===== src/rtl/cpu_types_pkg.sv =====
// Shared datapath types for the pipeline stage buffers and their neighbouring stages.
package cpu_types_pkg;
  typedef logic [31:0] word_t;
  typedef logic [3:0]  pipe_cnt_t;   // occupancy 0..8 for the deepest supported buffer

  localparam int    MAX_DEPTH = 8;
  localparam word_t NOP_WORD  = 32'h0;
endpackage


===== src/rtl/pipe_stage_buf_if.sv =====
// Upstream/downstream valid-ready bundle for one pipeline stage buffer.
interface pipe_stage_buf_if #(
  parameter int DATA_W = 32
);
  logic              in_valid;
  logic              in_ready;
  logic [DATA_W-1:0] in_data;
  logic              out_valid;
  logic              out_ready;
  logic [DATA_W-1:0] out_data;

  // slave = the buffer itself, master = whatever drives both of its sides
  modport slave  (input  in_valid, in_data, out_ready,
                  output in_ready, out_valid, out_data);
  modport master (output in_valid, in_data, out_ready,
                  input  in_ready, out_valid, out_data);
endinterface


===== src/rtl/pipe_stage_buf_ptr_ctr.sv =====
// Circular-buffer pointer: wraps at DEPTH by explicit compare so odd depths work.
module pipe_ptr_ctr #(
  parameter int DEPTH = 2,
  parameter int PTR_W = (DEPTH > 1) ? $clog2(DEPTH) : 1
) (
  input  logic             CLK,
  input  logic             nRST,
  input  logic             i_clr,
  input  logic             i_en,
  output logic [PTR_W-1:0] o_ptr
);
  logic [PTR_W-1:0] r_ptr;

  always_ff @(posedge CLK) begin
    if (!nRST || i_clr)
      r_ptr <= '0;
    else if (i_en)
      r_ptr <= (r_ptr == PTR_W'(DEPTH - 1)) ? '0 : r_ptr + PTR_W'(1);
  end

  assign o_ptr = r_ptr;
endmodule


===== src/rtl/pipe_stage_buf.sv =====
// Elastic inter-stage register: DEPTH-entry circular FIFO with stall masking and squash flush.
module pipe_stage_buf
  import cpu_types_pkg::*;
#(
  parameter int DATA_W       = $bits(word_t),
  parameter int DEPTH        = 2,
  parameter int BYPASS_READY = 0,
  parameter int CNT_W        = $clog2(DEPTH + 1)
) (
  input  logic             CLK,
  input  logic             nRST,
  input  logic             flush,
  input  logic             stall,
  pipe_stage_buf_if.slave  bus,
  output logic [CNT_W-1:0] count
);
  localparam int PTR_W = (DEPTH > 1) ? $clog2(DEPTH) : 1;
  localparam int MEM_N = 1 << PTR_W;

  logic [MEM_N-1:0][DATA_W-1:0] r_mem;
  logic [CNT_W-1:0]             r_count;
  logic [PTR_W-1:0]             w_rd_ptr, w_wr_ptr;
  logic                         w_nempty, w_not_full, w_bypass;
  logic                         w_push, w_pop;

  assign w_nempty   = (r_count != '0);
  assign w_not_full = (r_count < CNT_W'(DEPTH));
  // Full-but-draining lets a same-cycle refill through; stall blocks the drain so it blocks this too.
  assign w_bypass   = (BYPASS_READY != 0) && bus.out_ready && !stall && w_nempty;

  assign bus.in_ready  = w_not_full || w_bypass;
  assign bus.out_valid = w_nempty && !stall;
  assign bus.out_data  = w_nempty ? r_mem[w_rd_ptr] : DATA_W'(NOP_WORD);

  assign w_push = bus.in_valid  && bus.in_ready  && !flush;
  assign w_pop  = bus.out_valid && bus.out_ready && !flush;

  pipe_ptr_ctr #(.DEPTH(DEPTH), .PTR_W(PTR_W)) u_rd_ptr (
    .CLK  (CLK),
    .nRST (nRST),
    .i_clr(flush),
    .i_en (w_pop),
    .o_ptr(w_rd_ptr)
  );

  pipe_ptr_ctr #(.DEPTH(DEPTH), .PTR_W(PTR_W)) u_wr_ptr (
    .CLK  (CLK),
    .nRST (nRST),
    .i_clr(flush),
    .i_en (w_push),
    .o_ptr(w_wr_ptr)
  );

  // Storage is never cleared; empty reads are masked to the bubble value instead.
  always_ff @(posedge CLK) begin
    if (w_push)
      r_mem[w_wr_ptr] <= bus.in_data;
  end

  always_ff @(posedge CLK) begin
    if (!nRST || flush)
      r_count <= '0;
    else if (w_push && !w_pop)
      r_count <= r_count + CNT_W'(1);
    else if (w_pop && !w_push)
      r_count <= r_count - CNT_W'(1);
  end

  assign count = r_count;
endmodule

===== src/flat_wrapper.sv =====
// flat-port wrapper written by rule: the top's interface ports become plain ports
module pipe_stage_buf_flat import cpu_types_pkg::*;
#(
  parameter int DATA_W       = $bits(word_t),
  parameter int DEPTH        = 2,
  parameter int BYPASS_READY = 0,
  parameter int CNT_W        = $clog2(DEPTH + 1)
)
  (CLK, nRST, flush, stall, count, bus_in_valid, bus_in_data, bus_out_ready, bus_in_ready, bus_out_valid, bus_out_data);
  pipe_stage_buf_if #(.DATA_W(DATA_W)) bus_i ();
  input  logic CLK;
  input  logic nRST;
  input  logic flush;
  input  logic stall;
  output logic [CNT_W-1:0] count;
  input wire logic [$bits(bus_i.in_valid)-1:0] bus_in_valid;
  input wire logic [$bits(bus_i.in_data)-1:0] bus_in_data;
  input wire logic [$bits(bus_i.out_ready)-1:0] bus_out_ready;
  output wire logic [$bits(bus_i.in_ready)-1:0] bus_in_ready;
  output wire logic [$bits(bus_i.out_valid)-1:0] bus_out_valid;
  output wire logic [$bits(bus_i.out_data)-1:0] bus_out_data;
  assign bus_i.in_valid = bus_in_valid;
  assign bus_i.in_data = bus_in_data;
  assign bus_i.out_ready = bus_out_ready;
  assign bus_in_ready = bus_i.in_ready;
  assign bus_out_valid = bus_i.out_valid;
  assign bus_out_data = bus_i.out_data;
  pipe_stage_buf #(.DATA_W(DATA_W), .DEPTH(DEPTH), .BYPASS_READY(BYPASS_READY), .CNT_W(CNT_W)) u_core (.CLK(CLK), .nRST(nRST), .flush(flush), .stall(stall), .bus(bus_i), .count(count));
endmodule

===== config.mk =====
export PLATFORM = sky130hd
export DESIGN_NAME = pipe_stage_buf_flat
export DESIGN_NICKNAME = d
export VERILOG_FILES = /design/src/rtl/cpu_types_pkg.sv /design/src/rtl/pipe_stage_buf_if.sv /design/src/rtl/pipe_stage_buf_ptr_ctr.sv /design/src/rtl/pipe_stage_buf.sv /design/src/flat_wrapper.sv
export SDC_FILE = /design/constraint.sdc
export NUM_CORES = 1
export LEC_CHECK = 0
export BUFFER_PORTS_ARGS = -buffer_cell sky130_fd_sc_hd__buf_2
export CORE_ASPECT_RATIO = 0.8
export CORE_MARGIN = 5
export CORE_UTILIZATION = 35
export DETAILED_ROUTE_END_ITERATION = 12
export PLACE_DENSITY = 0.69
export SLEW_MARGIN = 0
export SYNTH_ARGS = -nofsm -noshare
export SYNTH_HDL_FRONTEND = slang
export SYNTH_SLANG_ARGS = --single-unit
export TNS_END_PERCENT = 100

===== constraint.sdc =====
create_clock -name CLK -period 7.58 [get_ports CLK]
set_input_delay 1.516 -clock CLK [delete_from_list [all_inputs] [get_ports CLK]]
set_output_delay 1.516 -clock CLK [all_outputs]
set_load 0.01 [all_outputs]

* Yosys cells after proc, flatten, opt, wreduce, memory -nomap -nowiden
Index checks and enable logic that the tools add are counted.
Cells by class: $add $sub $neg 4, multiplexer cells 10, magnitude comparators 4, reductions and logical operators 16
Operators by type and width (count):
- two-way mux 32 bit | 4
- bitwise mux 64 bit | 1
- demux 32 bit (select 1 bit) | 1
- logical AND 1 bit | 8
- logical NOT 1 bit | 5
- less-than comparator 1 x 2 -> 1 bit (second input constant) | 2
- two-way mux 2 bit | 2
- nonzero test 2 bit | 2
- adder 1 bit (second input constant) | 2
- adder 2 x 1 -> 2 bit (second input constant) | 1
- less-than comparator 2 bit (second input constant) | 1
- two-way mux 1 bit | 2
- subtractor 2 x 1 -> 2 bit (second input constant) | 1
- >= comparator 1 bit (second input constant) | 1
- logical OR 1 bit | 1
Storage, ports and cells: logic and storage cells 39, output and inout port bits 36, bits in registers 68, bits of input ports 38

* Depth between registers and ports, before layout
Gate-level depths: netlist (run 1).
depth after elaboration 7, depth in mapped cells 6, depth with buffers taken out 6

* Hierarchy
From an unflattened synthesis (run 1), not the netlist that was laid out.
Second synthesis, totals: cell total of the unflattened synthesis 160, area, all modules 2626.3 um^2
Modules (own cells, without submodules):
- pipe_stage_buf | seq. area each 1961.9 um^2, times used 1, area each 2543.7 um^2, cells each 154
- pipe_ptr_ctr | seq. area each 20.0 um^2, times used 2, area each 41.3 um^2, cells each 3

* Worst setup path before layout (run 1)
OpenSTA, ideal clock, no wires.
kind input -> register, start point input port flush, end point register u_core.r_mem[0] in the netlist's numbering (enable), stages 2, path slack 3.895 ns, arrival 3.260 ns, buffers on the path 0, cells stage by stage nor3b_2 nor2b_1
Between the ends: longest elaborated chain between the ends 2
Ends and longest elaborated chain:
- start: declaration | line flat_wrapper.sv:13 | input logic flush;
- logical NOT 1 bit | line pipe_stage_buf.sv:35 | assign w_push = bus.in_valid && bus.in_ready && !flush;
- logical AND 1 bit | line pipe_stage_buf.sv:35
- end signal: indexed assignment | line pipe_stage_buf.sv:57 | r_mem[w_wr_ptr] <= bus.in_data;
- end: declaration | line pipe_stage_buf.sv:20 | logic [MEM_N-1:0][DATA_W-1:0] r_mem;
No other way between the ends. A chain may end at the register's enable or synchronous reset.

* Worst setup path after layout (run 1)
start point register u_core.r_count[1], in the netlist u_core.count[1], end point output port bus_out_data[8]
Between the ends: longest elaborated chain between the ends 2
Ends and longest elaborated chain:
- start: declaration | line pipe_stage_buf.sv:21 | logic [CNT_W-1:0] r_count;
- start signal: assignment | line pipe_stage_buf.sv:64 | r_count <= r_count + CNT_W'(1);
- start signal: assignment | line pipe_stage_buf.sv:66 | r_count <= r_count - CNT_W'(1);
- nonzero test 2 bit | line pipe_stage_buf.sv:26 | assign w_nempty = (r_count != '0);
- two-way mux 32 bit | line pipe_stage_buf.sv:33 | assign bus.out_data = w_nempty ? r_mem[w_rd_ptr] : DATA_W'(NOP_WORD);
- end: declaration | line flat_wrapper.sv:21 | output wire logic [$bits(bus_i.out_data)-1:0] bus_out_data;
No other way between the ends.

==> results of run 1 <==
==> state kept, by name, indices dropped and copies added (netlist names) <==
register and cells:
u_core.count 2, u_core.r_mem 64, u_core.u_rd_ptr.o_ptr 1, u_core.u_wr_ptr.o_ptr 1
==> through the flow <==
stage               total power (W)  hold slack, ns  util (%)
finish                     0.000788           0.578      44.7
detailed placement         0.000484           0.568      41.8
global route               0.000821           0.591      44.7
global placement           0.000483           0.559      41.8
CTS                        0.000800           0.579      44.7
floorplan                  0.000459           0.498         -
==> synth_stat cells <==
cell type  number  area share (%)
o21ai_0         1            0.19
o21ai_1         1            0.19
xnor2_1         1            0.33
ha_1            1            0.48
inv_1           1            0.14
nand2b_1        2            0.48
nor2b_1         1            0.24
xor2_1          2            0.67
buf_2           4            0.76
or3_1           3            0.72
edfxtp_1       64              73
a21oi_1         2            0.38
dfxtp_1         4             3.1
nor3b_2         1            0.48
and2_1          1            0.24
mux2i_1        32              12
nor2_2          1            0.24
buf_4           3            0.86
nor2_1         35             5.0
==> power by group through the flow <==
| stage | Clock, W | Sequential [W] | Combinational, W |
|---|---|---|---|
| 6_report | 0.000314 | 0.000427 | 0.0000480 |
| 5_1_grt | 0.000340 | 0.000427 | 0.0000541 |
| 4_1_cts | 0.000324 | 0.000427 | 0.0000496 |
| 3_5_place_dp | 0 | 0.000435 | 0.0000493 |
| 3_3_place_gp | 0 | 0.000435 | 0.0000483 |
| 2_1_floorplan | 0 | 0.000434 | 0.0000249 |
==> area by class of cell <==
cell class                      instances  area (µm²)  share of cell area (%)
Inverter                                1        3.75                   0.114
Clock buffer                            9         124                    3.77
Clock inverter                          7        91.3                    2.78
Timing Repair Buffer                   74         373                    11.3
Tap cell                               90         113                    3.42
Sequential cell                        68        2000                    60.9
Multi-Input combinational cell         84         582                    17.7
==> logic make-up (layout without fill, tap and decap cells) <==
family                   Yosys count  after routing  share of synthesized area, %
multiplexers                      32             32                          12.2
AO/OA/AOI/OAI                      4              4                         0.763
flip-flops                        68             68                          76.4
buffers and inverters              8             91                          1.77
XOR/XNOR                           3              3                          1.00
adder cells (fa/ha/maj)            1              1                         0.477
AND/OR/NAND/NOR                   44             44                          7.40
==> layer usage <==
metal	share of wire, %	wire [µm]	vias up
li1	-	-	739
met1	41	1880	699
met2	50	2340	49
met3	7.5	348	10
met4	1.6	74	0
met5	0	0	-
==> worst register-to-register path: stages, from the launching register on <==
cell and delay (ns):
dfxtp_1 0.38, nor2_2 0.58, buf_4 0.37, or3_1 0.16
ha_1 0.25, or3_1 0.36, a21oi_1 0.14
==> path summary, 6_finish.rpt <==
check / endpoint / slack, ns / depth (start not counted)
worst max register to register: u_core.count[1]$_SDFFE_PP0P_ / 5.30 / 6
worst min-delay path: u_core.count[1]$_SDFFE_PP0P_ / 0.58 / 2
worst min register to register: u_core.count[1]$_SDFFE_PP0P_ / 0.58 / 2
worst max-delay path: bus_out_data[8] / 4.17 / 4
==> metrics.yaml, run 1 <==
status:
  status: "finished, final reports clean"
placement:
  post-place-ws_ns: 4.23
  dp.cells: 317
  place_area_um2: 3070
  dp_hpwl_um: 3050
  gp_congestion: 0.648
  port_buffers: 73
clock_tree:
  cts_setup_buffers: 0
  path_clk_slew_ns: 0.07
  h-tree-depth: 3
  clk_latency_ns: 0.34
  holdBufCountCts: 0
  clock-sinks: 68
  cts_buffers: 9
  cts_tree: "yes"
  cts.path.max_buffers: 2
  cts_root_buf: "clkbuf_8"
  cts_resized: 0
min_path:
  hp-class: "reg2reg"
  hold_start: "u_core.count[1]$_SDFFE_PP0P_"
detailed_routing:
  routedWlPerCell_um: 13.9
  finalWirelength_um: 4640
  vias_per_cell: 4.50
  firstDrtPassIters: 4
  num_vias: 1497
  drtIter0Drc: 35
  drc: 0
  drtAntennaViolNets: 0
grt:
  top_usage_layer: "met2"
  grt_pass1_wl_um: 7290
  use_met1_pct: 11.2
  use_met3_pct: 5.41
  grt_start_max_net_pins: 35
  grtUsageMet2_pct: 17.7
  first_global_vias: 1580
  track_usage_pct: 10.5
  grt_overflow: 0
  antenna_found_initial: 0
worst_setup_path:
  reg2reg_from: "u_core.count[1]$_SDFFE_PP0P_"
  critPathLaunchType: "register"
  critPathRequiredTime_ns: 6.06
  end_kind: "output port"
  critPathLaunch: "u_core.count[1]$_SDFFE_PP0P_"
  slowest_stage: "nor2_2"
  arrival_ns: 1.89
  worstSetupPathType: "reg2out"
  crit_family: "simple AND/OR/NAND/NOR gates"
  path_cells: "nor2_2 -> buf_4 -> nor2_1 -> buf_2"
  path_buf_inv: 2
  crit_fanout: 20
  critPathMaxStageDelay_ns: 0.58
cells_and_area:
  fin_area_um2: 3290
  areaGrowthSynthToFinish_pct: 25.5
  layout_commonest_cell: "buf_2"
  layout.nets: 277
  fillers: 690
  drive_above_1_share_pct: 38.7
  final_cells: 333
  antenna_cells: 0
  layout_common_cells: "buf_2, edfxtp_1, nor2_1"
sta:
  tns_ns: 0
  tightest_slew_ns: 1.03
  skew_ns: 0.00769
  setup_viol: 0
  rsz0062_at_grt: "no"
  fmax_ghz: 0.294
  period_needed_ns: 3.41
  hold_violations: 0
  post-route-period-util_pct: 44.9
  drv_slew: 0
  setup_slack_ns: 4.17
  slew_headroom_pct: 31.6
die:
  core_area_um2: 7360
  dieHeight_um: 87.4
  fp-row-count: 28
  start_util_pct: 35.6
  dieArea_um2: 9330
  ioPinCount: 74
  die_x_um: 107
yosys:
  netlist_area_um2: 2620
  ys.warnings.count: 0
  ys_seq_elements: 68
  yosys.cell_types.count: 19
  syn-num-nets: 199
  seq_area_frac_synth_pct: 76.4
  synth_cells: 160
  avgSynthCellArea_um2: 16.4
pwr:
  p_comb_share_pct: 6.1
  powerDensity_nw_per_um2: 240
  vdd_drop_max_v: 0.000106
  p_int_w: 0.000627
  netSwitchingFraction_pct: 20.5
  p_sw_w: 0.000161
  p_clk_share_pct: 39.8
  p_leak_nw: 1.23
  pwr-share-seq_pct: 54.1
run:
  cap_violations: 0
No activity file was read; power rests on OpenSTA's default activity.
==> run 2, diff against run 1 <==
--- a/config.mk
+++ b/config.mk
@@ -10,7 +10,7 @@
 export CORE_MARGIN = 5
 export CORE_UTILIZATION = 35
 export DETAILED_ROUTE_END_ITERATION = 12
-export PLACE_DENSITY = 0.69
+export PLACE_DENSITY = 0.72
 export SLEW_MARGIN = 0
 export SYNTH_ARGS = -nofsm -noshare
 export SYNTH_HDL_FRONTEND = slang
==> constraint.sdc (replaced) <==
create_clock -name CLK -period 3 [get_ports CLK]
set_input_delay 0.6 -clock CLK [delete_from_list [all_inputs] [get_ports CLK]]
set_output_delay 0.6 -clock CLK [all_outputs]
set_load 0.01 [all_outputs]
==> run 2 against run 1 <==
  * Cell count up 0.30%
  * First-iteration DRC count unchanged
  * Via count down 0.67%
  * Sequential share of layout area down 0.87 points
  * Cell area up 1.4%
  * Setup slack worse by 3.5 ns
  * Non-clock buffer count up 1
  * Critical path type unchanged
  * Largest power group unchanged
==> metrics.yaml, run 2 (synthesis gave the netlist of run 1 again) <==
status:
  status: "finished, final reports clean"
clock_tree:
  holdBufCountCts: 0
  clk_latency_ns: 0.33
  cts_root_buf: "clkbuf_8"
  cts_tree: "yes"
  h-tree-depth: 3
  cts_buffers: 9
  cts.path.max_buffers: 2
  clock-sinks: 68
  cts_setup_buffers: 0
  cts_resized: 0
  path_clk_slew_ns: 0.07
placement:
  post-place-ws_ns: 0.826
  port_buffers: 73
  dp_hpwl_um: 3090
  gp_congestion: 0.679
die:
  dieArea_um2: 9330
  ioPinCount: 74
  fp-row-count: 28
  die_x_um: 107
  core_area_um2: 7360
  start_util_pct: 35.6
  dieHeight_um: 87.4
sta:
  period_needed_ns: 2.33
  setup_slack_ns: 0.667
  drv_slew: 0
  setup_viol: 0
  tightest_slew_ns: 0.829
  slew_headroom_pct: 44.6
  hold_slack_ns: 0.454
  hold_violations: 0
  skew_ns: 0.00252
  post-route-period-util_pct: 77.8
  tns_ns: 0
  rsz0062_at_grt: "no"
  fmax_ghz: 0.429
worst_setup_path:
  crit_fanout: 19
  path_cells: "buf_12 -> mux2i_1 -> nor2_1 -> buf_2"
  endpoint: "bus_out_data[8]"
  worstReg2RegEnd: "u_core.count[1]$_SDFFE_PP0P_"
  crit_family: "flip-flops"
  reg2reg_depth: 5
  critPathRequiredTime_ns: 2.40
  arrival_ns: 1.73
  critPathLaunch: "u_core.u_rd_ptr.o_ptr$_SDFFE_PP0P_"
  end_kind: "output port"
  reg2reg_from: "u_core.count[1]$_SDFFE_PP0P_"
  slowest_stage: "dfxtp_2"
  critPathMaxStageDelay_ns: 0.69
  worstSetupPathType: "reg2out"
  path_buf_inv: 2
  critical_path_depth: 4
  critPathLaunchType: "register"
  rrSetupSlack_ns: 0.92
run:
  cap_violations: 0
pwr:
  powerDensity_nw_per_um2: 622
  p_leak_nw: 1.24
  vdd_drop_max_v: 0.000349
  finalPower_w: 0.00208
detailed_routing:
  routedWlPerCell_um: 14.0
  vias_per_cell: 4.45
  drc: 0
  drtAntennaViolNets: 0
  finalWirelength_um: 4680
  firstDrtPassIters: 4
  num_vias: 1487
  drtIter0Drc: 35
grt:
  grt_overflow: 0
  grt_pass1_wl_um: 7290
  track_usage_pct: 10.6
  first_global_vias: 1512
  grt_start_max_net_pins: 37
  antenna_found_initial: 0
cells_and_area:
  layout_common_cells: "buf_2, edfxtp_1, nor2_1"
  largest_reg_flops: 64
  areaGrowthSynthToFinish_pct: 27.3
  antenna_cells: 0
  layout.nets: 278
  drive_above_1_share_pct: 38.5
  largest_register: "u_core.r_mem"
  layout_commonest_cell: "buf_2"
min_path:
  min_path_cells: 1
  hp-class: "in2reg"
[run 2: layer usage]
metal | GRT usage [%] | wire [µm] | vias to the layer above
li1 | - | - | 743
met1 | 11.5 | 2030 | 689
met2 | 17.8 | 2260 | 46
met3 | 4.52 | 311 | 9
met4 | 5.23 | 78 | 0
met5 | 0 | 0 | -
[run 2: worst min path at each step]
stage | start | to
2_1_floorplan | u_core.u_wr_ptr.o_ptr$_SDFFE_PP0P_ | u_core.u_wr_ptr.o_ptr$_SDFFE_PP0P_
6_report | bus_in_data[31] | u_core.r_mem[31]$_DFFE_PP_
4_1_cts | bus_in_data[31] | u_core.r_mem[31]$_DFFE_PP_
3_3_place_gp | u_core.count[1]$_SDFFE_PP0P_ | u_core.count[1]$_SDFFE_PP0P_
5_1_grt | bus_in_data[24] | u_core.r_mem[24]$_DFFE_PP_
3_5_place_dp | u_core.u_wr_ptr.o_ptr$_SDFFE_PP0P_ | u_core.u_wr_ptr.o_ptr$_SDFFE_PP0P_
[run 2: through the flow]
step	std cells	area (µm²)	util [%]
final	334	3340	45.4
after global routing	334	3340	45.4
after CTS	334	3340	45.4
after detailed placement	318	3100	42.1
after global placement	318	3100	42.1
after floorplan	160	2620	-
[run 2: area by class of cell]
| class | instances | area (µm²) |
|---|---|---|
| clock inverters | 7 | 114 |
| well taps | 90 | 113 |
| multi-input cells | 84 | 587 |
| fillers | 683 | 4020 |
| inverters | 1 | 3.75 |
| clock buffers | 9 | 124 |
| repair buffers | 75 | 393 |
| flip-flops and latches | 68 | 2000 |
[run 2: worst register-to-register path: stages (launching register included)]
cell and delay [ns]:
dfxtp_1 0.38, nor2_4 0.68, or3_1 0.21, ha_1 0.25, or3_1 0.36, a21oi_1 0.14
[run 2: where the power goes]
group	total [W]	internal [W]	switching, W
clock	0.000875	0.000549	0.000326
sequential	0.00108	0.00107	0.00000926
combinational	0.000123	0.0000527	0.0000707
total	0.00208	0.00167	0.000406
